**config.mk**
```make
export PLATFORM = sky130hd
export DESIGN_NAME = axi_chunker
export DESIGN_NICKNAME = d
export VERILOG_FILES = /design/src/rtl/axi_chunker.sv
export SDC_FILE = /design/constraint.sdc
export NUM_CORES = 1
export LEC_CHECK = 0
export CELL_PAD_IN_SITES_DETAIL_PLACEMENT = 2
export CELL_PAD_IN_SITES_GLOBAL_PLACEMENT = 2
export CORE_MARGIN = 2
export CORE_UTILIZATION = 37
export DETAILED_ROUTE_END_ITERATION = 12
export HOLD_SLACK_MARGIN = 0.15
export MAX_ROUTING_LAYER = met4
export PLACE_DENSITY = 0.94
export SLEW_MARGIN = 15
export SYNTH_ARGS = -nofsm -noshare
export SYNTH_HDL_FRONTEND = slang
export SYNTH_SLANG_ARGS = --single-unit
```
**constraint.sdc**
```tcl
create_clock -name clock -period 12.8 [get_ports clock]
set_input_delay 1.92 -clock clock [delete_from_list [all_inputs] [get_ports clock]]
set_output_delay 1.92 -clock clock [all_outputs]
set_load 0.02 [all_outputs]
```
**src/rtl/axi_chunker.sv**
```systemverilog
`timescale 1ns/1ps
`default_nettype none
// ============================================================================
// Module   : axi_chunker
// Brief    : Splits AXI read/write address requests (FIXED/INCR/WRAP) into
//            chunk commands of at most 2^CHUNK beats that never cross a
//            chunk-aligned boundary. Fully registered command output.
// Options  : AXI_CHUNKER_PAGE_SPLIT_EN - also keep INCR chunks inside 4 KiB
//            pages and add the xerr_o page-crossing flag.
// Revision : 1.0 - initial release
// ============================================================================
module axi_chunker #(
  parameter int ADDRS     = 32,
  parameter int REQID     = 4,
  parameter int AXI_WIDTH = 32,
  parameter int CHUNK     = 2
) (
  input  logic               clock,
  input  logic               reset,
  input  logic               avalid_i,
  output logic               aready_o,
  input  logic [7:0]         alen_i,
  input  logic [1:0]         aburst_i,
  input  logic [REQID-1:0]   aid_i,
  input  logic [ADDRS-1:0]   aaddr_i,
  output logic               xvalid_o,
  input  logic               xready_i,
  output logic [ADDRS-1:0]   xaddr_o,
  output logic [REQID-1:0]   xid_o,
  output logic [CHUNK:0]     xlen_o,
  output logic               xseq_o,
  output logic               xlast_o
`ifdef AXI_CHUNKER_PAGE_SPLIT_EN
  ,
  output logic               xerr_o
`endif
);

  localparam int               c_bb    = AXI_WIDTH / 8;
  localparam int               c_lbb   = $clog2(c_bb);
  localparam int               c_cb    = 1 << CHUNK;
  localparam logic [ADDRS-1:0] c_cb_a  = ADDRS'(c_cb);
  localparam logic [ADDRS-1:0] c_cbm_a = ADDRS'(c_cb - 1);
  localparam logic [ADDRS-1:0] c_one   = ADDRS'(1);
  localparam logic [1:0]       c_fixed = 2'd0;
  localparam logic [1:0]       c_wrap  = 2'd2;

  typedef enum logic [0:0] {
    ST_IDLE = 1'b0,   // nothing pending beyond the chunk on the outputs
    ST_BUSY = 1'b1    // more chunks of the current request follow
  } state_t;

  state_t           r_state;
  logic [1:0]       r_burst;
  logic [ADDRS-1:0] r_mask;   // WRAP window mask
  logic [ADDRS-1:0] r_rem;    // beats remaining, including the chunk on the outputs

  logic [ADDRS-1:0] w_cur_n;
  logic [ADDRS-1:0] w_step;
  logic [ADDRS-1:0] w_next_a;
  logic [ADDRS-1:0] w_next_r;
  logic [ADDRS-1:0] w_new_r;
  logic [ADDRS-1:0] w_new_m;
  logic [ADDRS-1:0] w_sel_a;
  logic [ADDRS-1:0] w_sel_r;
  logic [ADDRS-1:0] w_sel_m;
  logic [1:0]       w_sel_b;
  logic [ADDRS-1:0] w_n;
  logic [CHUNK:0]   w_len;
  logic             w_seq;
  logic             w_accept;

  // Beats in the chunk starting at address a with r beats left.
  function automatic logic [ADDRS-1:0] f_beats(
    input logic [ADDRS-1:0] a,
    input logic [ADDRS-1:0] r,
    input logic [ADDRS-1:0] m,
    input logic [1:0]       b
  );
    logic [ADDRS-1:0] n;
    logic [ADDRS-1:0] room;
    logic [ADDRS-1:0] lim;
    room = c_cb_a - ((a >> c_lbb) & c_cbm_a);
    n    = (r < room) ? r : room;
    lim  = '0;
    if (b == c_wrap) begin
      lim = ((m - (a & m)) >> c_lbb) + c_one;
      if (lim < n) n = lim;
    end
`ifdef AXI_CHUNKER_PAGE_SPLIT_EN
    else if (b != c_fixed) begin
      lim = (ADDRS'(4096) - (a & ADDRS'(4095))) >> c_lbb;
      if (lim < n) n = lim;
    end
`endif
    if (b == c_fixed) n = c_one;
    return n;
  endfunction

  // Accept only when the output register is free or its final chunk drains.
  assign aready_o = !reset && (r_state == ST_IDLE) && (!xvalid_o || xready_i);
  assign w_accept = avalid_i && aready_o;

  // Next-chunk address/remaining computation and chunk sizing.
  always_comb begin
    w_cur_n  = ADDRS'(xlen_o) + c_one;
    w_step   = w_cur_n << c_lbb;
    w_next_r = r_rem - w_cur_n;
    case (r_burst)
      c_fixed: w_next_a = xaddr_o;
      c_wrap:  w_next_a = (xaddr_o & ~r_mask) | ((xaddr_o + w_step) & r_mask);
      default: w_next_a = xaddr_o + w_step;
    endcase
    w_new_r = ADDRS'(alen_i) + c_one;
    w_new_m = (w_new_r << c_lbb) - c_one;
    w_sel_a = w_accept ? aaddr_i  : w_next_a;
    w_sel_r = w_accept ? w_new_r  : w_next_r;
    w_sel_m = w_accept ? w_new_m  : r_mask;
    w_sel_b = w_accept ? aburst_i : r_burst;
    w_n     = f_beats(w_sel_a, w_sel_r, w_sel_m, w_sel_b);
    w_len   = w_n[CHUNK:0] - {{CHUNK{1'b0}}, 1'b1};
    w_seq   = (w_sel_r != w_n);
  end

`ifdef AXI_CHUNKER_PAGE_SPLIT_EN
  logic [ADDRS-1:0] w_end;
  logic             w_page_cross;
  // Flag INCR requests whose full span straddles a 4 KiB page.
  always_comb begin
    w_end        = aaddr_i + (w_new_r << c_lbb) - c_one;
    w_page_cross = (aburst_i != c_fixed) && (aburst_i != c_wrap) &&
                   (((aaddr_i ^ w_end) >> 12) != '0);
  end
`endif

  // Request latch, chunk sequencing and registered command outputs.
  always_ff @(posedge clock or posedge reset) begin
    if (reset) begin
      r_state  <= ST_IDLE;
      r_burst  <= 2'd0;
      r_mask   <= '0;
      r_rem    <= '0;
      xvalid_o <= 1'b0;
      xaddr_o  <= '0;
      xid_o    <= '0;
      xlen_o   <= '0;
      xseq_o   <= 1'b0;
      xlast_o  <= 1'b1;
`ifdef AXI_CHUNKER_PAGE_SPLIT_EN
      xerr_o   <= 1'b0;
`endif
    end else if (w_accept) begin
      r_burst  <= aburst_i;
      r_mask   <= w_new_m;
      r_rem    <= w_new_r;
      xid_o    <= aid_i;
      xvalid_o <= 1'b1;
      xaddr_o  <= aaddr_i;
      xlen_o   <= w_len;
      xseq_o   <= w_seq;
      xlast_o  <= !w_seq;
      r_state  <= w_seq ? ST_BUSY : ST_IDLE;
`ifdef AXI_CHUNKER_PAGE_SPLIT_EN
      xerr_o   <= w_page_cross;
`endif
    end else if (xvalid_o && xready_i) begin
      if (xseq_o) begin
        r_rem   <= w_next_r;
        xaddr_o <= w_next_a;
        xlen_o  <= w_len;
        xseq_o  <= w_seq;
        xlast_o <= !w_seq;
        r_state <= w_seq ? ST_BUSY : ST_IDLE;
`ifdef AXI_CHUNKER_PAGE_SPLIT_EN
        xerr_o  <= 1'b0;
`endif
      end else begin
        xvalid_o <= 1'b0;
      end
    end
  end

endmodule
`default_nettype wire

```
==> impl_summary.log <==
INFO  metric outcome = finished, final reports clean
INFO  metric hp-start = xid_o[2]$_DFFE_PP0P_
INFO  metric worst_setup_hold_path_clk_slew = 0.09 ns
INFO  metric powerDensity = 270.7 nW/um2
INFO  metric netlist.top_cell.by_area = dfrtp_1
INFO  metric post_cts.repair.setup_buffers = 0
INFO  metric crit_path_max_fanout = 31
INFO  metric area.growth.synth_to_final = 16.35%
INFO  metric placementRows = 59
INFO  metric critical_path.slowest_cell = a2111oi_0
INFO  metric finalPower = 3053 uW
INFO  metric final-hold-violation-count = 0
INFO  metric detailedPlacementHpwl = 32,760 um
INFO  metric finalWeightedCongestion = 0.9135
INFO  metric synthTopCellsByArea = dfrtp_1 (27%), nand2_1 (8.0%), ha_1 (5.9%)
INFO  metric grt_pass1_vias = 12,289
INFO  metric finalCritPeriodShare = 90.61%
INFO  metric worst_skew_pair.late_latency = 0.38 ns
INFO  metric tritoncts = yes
INFO  metric total_leakage_power = 0.004636 uW
INFO  metric wire_per_inst = roughly 29 um
INFO  metric max-cap-violations = 0
INFO  metric r2r-start = xlen_o[1]$_DFFE_PP0P_
INFO  metric worst_setup_path_end_kind = register
INFO  metric cts_repair_resize_count = 0
INFO  metric placement.cell_area = between 10,000 and 15,000 um2
INFO  metric drt_wl_total = 48,080 um
INFO  metric fin_hold_ws = 0.4975 ns
INFO  metric synth_async_sr_flop_share = 100.0%
INFO  metric synth_largest_type_area_fraction = 27.37%
INFO  metric hold-path-cell-count = 2
INFO  metric critical_path.cell_chain = clkdlybuf4s50_1 -> ha_1 -> nand2_1 -> nor3_1 -> o32a_1 -> nand2_2 -> a2111oi_0 -> nand3_1 -> or4_1 -> nor3_1 -> xnor2_1 -> ha_1 -> nand4_1 -> nor3_1 -> nand4_1 -> a2111oi_0 -> nor2_1 -> a21oi_1 -> o211a_1 -> a21oi_1 -> nor4_1 -> nor4b_4 -> a31oi_1
INFO  metric dieArea = ~28,000 um2
INFO  metric synthesis.instances = 1,251
INFO  metric grt_usage = 35.34%
INFO  metric shortest_period_the_worst_path_allows = about 12 ns
INFO  metric drc = 0
INFO  metric drt_iter0_drc = roughly 1,100
INFO  metric fp.dieW = 165.9 um
INFO  metric r2r.worst_path.cells = 25
INFO  metric drive_above_1_share = 5.330%
INFO  metric clock-root-buffer = clkbuf_16
INFO  metric post_synth_num_cell_types = 89
INFO  metric cts_buffers = 9
INFO  metric critPathLaunchType = input port
INFO  metric clock_sink_count = 107
INFO  metric critPathKind = input port to register
INFO  metric cp_common_cell = nor3_1
INFO  metric critPathMaxStageDelay = ~1.1 ns
INFO  metric synth_seq_area_share = 27.64%
INFO  metric die_height = approximately 170 um
INFO  metric grt_setup_unrepaired = no
INFO  metric drt-vias-per-instance = 6.680
INFO  metric layout.core_utilization = 43.53%
INFO  metric drt_pass1_iterations = 5
INFO  metric r2r_endpoint = xseq_o$_DFFE_PP0P_
INFO  metric clock_tree.htree_level_count = 3
INFO  metric io_buffers = 92
INFO  metric ant_nets = 0
INFO  metric design.core.area = 25,910 um2
INFO  metric cts_hold_buffers = 0
INFO  metric grt_max_degree = 137
INFO  metric io-pin-count = 93
INFO  metric timing.critical_path.arrival = around 12 ns
INFO  metric post_synth_instance_area = between 9000 and 10,000 um2
INFO  metric max_slew.worst_pin.slew = 1.125 ns
INFO  metric fin_setup_tns = 0 ns
INFO  metric detailroute.via_count = 11,143
INFO  metric slew_headroom = 23.06%
INFO  metric wire_length_of_the_first_global_routing_pass = between 70,000 and 80,000 um
INFO  metric fin_area = 11,280 um2
INFO  metric number_of_antenna_violations_at_the_first_check_in_global_routing = 1
INFO  metric setup_viol = 0
INFO  metric required = 13.03 ns
INFO  metric peakVddDrop = 132.9 uV
INFO  metric fmax = 86.22 MHz
INFO  metric min_path_type = register to register
INFO  metric synth-edff-count = 0
INFO  metric final_count_of_pins_violating_max_slew = 0
INFO  metric nNetsFinal = 1,425
INFO  metric floorplan.initialDensity = 37.41%
INFO  metric synth_ff_type = dfrtp_1
INFO  metric grt_overflow_total = 0
INFO  metric synth_area_per_cell = 7.748 um2
INFO  metric ys_ff_latch = 107
INFO  metric hold_path_end = xid_o[2]$_DFFE_PP0P_
INFO  metric timing.reg2reg.setup_slack = about 2.6 ns
INFO  metric ctsLongestPathBuffers = 2
INFO  metric synth-warning-count = 0
INFO  metric setup_skew = 0.01677 ns
[placed cells by master (no fill, tap or decap), types with 9 or more instances in the layout]
cell type / instances
nand3_1: 42
o21ai_0: 72
o21a_1: 9
o31ai_1: 11
a21o_1: 12
or4_1: 15
nor3_1: 42
a21oi_1: 77
xor2_1: 31
and4_1: 9
buf_4: 13
nand4_1: 24
a31oi_1: 17
and3_1: 12
dfrtp_1: 106
or3_1: 18
nor2_1: 95
nor4_1: 18
and2_1: 17
conb_1: 28
clkdlybuf4s50_1: 92
a211oi_1: 14
nor4b_1: 14
nand2b_1: 10
or2_2: 14
mux2i_1: 15
clkbuf_16: 9
ha_1: 46
inv_1: 34
xnor2_1: 52
nand2_1: 206
[worst max path at each step]
stage	startpoint	end	slack, ns	cells after the start
floorplan	xready_i	xlast_o$_DFFE_PP1P_	3.47	34
global placement	alen_i[0]	xlast_o$_DFFE_PP1P_	2.51	24
detailed placement	alen_i[0]	xseq_o$_DFFE_PP0P_	1.93	22
CTS	alen_i[0]	xseq_o$_DFFE_PP0P_	1.60	23
global route	alen_i[0]	xseq_o$_DFFE_PP0P_	1.0	23
finish	alen_i[0]	xseq_o$_DFFE_PP0P_	1.20	23
[critical path, delay by kind of cell]
kind	cells	cell delay [ns]
compound gates	7	3.83
xor+xnor	1	0.18
fa+ha+maj	2	0.80
buf+inv	1	0.75
simple gates	12	4.32
[cells in the mapped netlist (5+ instances only)]
| cell type | count |
|---|---|
| or3_1 | 18 |
| and3_1 | 12 |
| mux2i_1 | 15 |
| buf_1 | 13 |
| a2111oi_0 | 8 |
| nand3_1 | 43 |
| o21a_1 | 9 |
| buf_2 | 14 |
| o221ai_1 | 5 |
| and2_1 | 17 |
| a211o_1 | 5 |
| o22ai_1 | 7 |
| a21o_1 | 12 |
| nor2_1 | 96 |
| nand2_1 | 206 |
| nand4_1 | 24 |
| a31oi_1 | 17 |
| a21oi_1 | 78 |
| nor4b_1 | 14 |
| nand2b_1 | 10 |
| o211ai_1 | 5 |
| xor2_1 | 31 |
| o32ai_1 | 5 |
| nor3b_1 | 7 |
| o32a_1 | 5 |
| nor2b_1 | 5 |
| o21ai_0 | 72 |
| nor3_1 | 42 |
| o21bai_1 | 5 |
| a211oi_1 | 14 |
| clkbuf_1 | 38 |
| o31a_1 | 6 |
| and4_1 | 9 |
| xnor2_1 | 52 |
| ha_1 | 46 |
| or2_2 | 14 |
| inv_1 | 35 |
| o31ai_1 | 11 |
| nand3b_1 | 6 |
| dfrtp_1 | 106 |
| nor4_1 | 18 |
| or4_1 | 15 |
[where the power goes]
group | internal, uW | switching (uW)
clock network | 136 | 163
logic | 726 | 1390
registers | 450 | 190
[sequential cells by signal, indices dropped and copies added, names as in the netlist]
signal / cells
r_burst: 2
r_mask: 30
r_rem: 32
r_state: 1
xaddr_o: 32
xid_o: 4
xlast_o: 1
xlen_o: 3
xseq_o: 1
xvalid_o: 1
[cell families after synthesis]
family                     synth area share [%]
DFF                                       27.64
buffers and inverters                     4.402
muxes                                     2.014
adders and majority gates                 6.351
other                                   0.03869
xor gates and xnor gates                  7.500
and+or+nand+nor                           30.13
AOI/OAI and AO/OA                         21.93
[per-stage QoR]
stage               setup WS (ns)  std cells
floorplan                   3.467       1278
global placement            2.505       1651
detailed placement          1.934       1651
CTS                         1.601       1667
global route               0.9958       1668
finish                      1.202       1668
[final cells by class]
class	count	area (um2)
Antenna cell	1	2.502
Clock buffer	9	225.2
Clock inverter	7	60.06
Fill cell	2911	14630
Inverter	35	133.9
Multi-Input combinational cell	1068	6720
Sequential cell	107	2679
Tap cell	335	419.2
Timing Repair Buffer	106	1039
[metal layers]
| metal | global-route usage [%] | vias to the layer above | routed length [um] |
|---|---|---|---|
| li1 | - | 4689 | - |
| met1 | 41.78 | 5710 | 19210 |
| met2 | 57.08 | 536 | 23010 |
| met3 | 6.316 | 208 | 3073 |
| met4 | 19.51 | 0 | 2783 |
| met5 | - | - | 0 |
(Power assumes the default switching activity.)
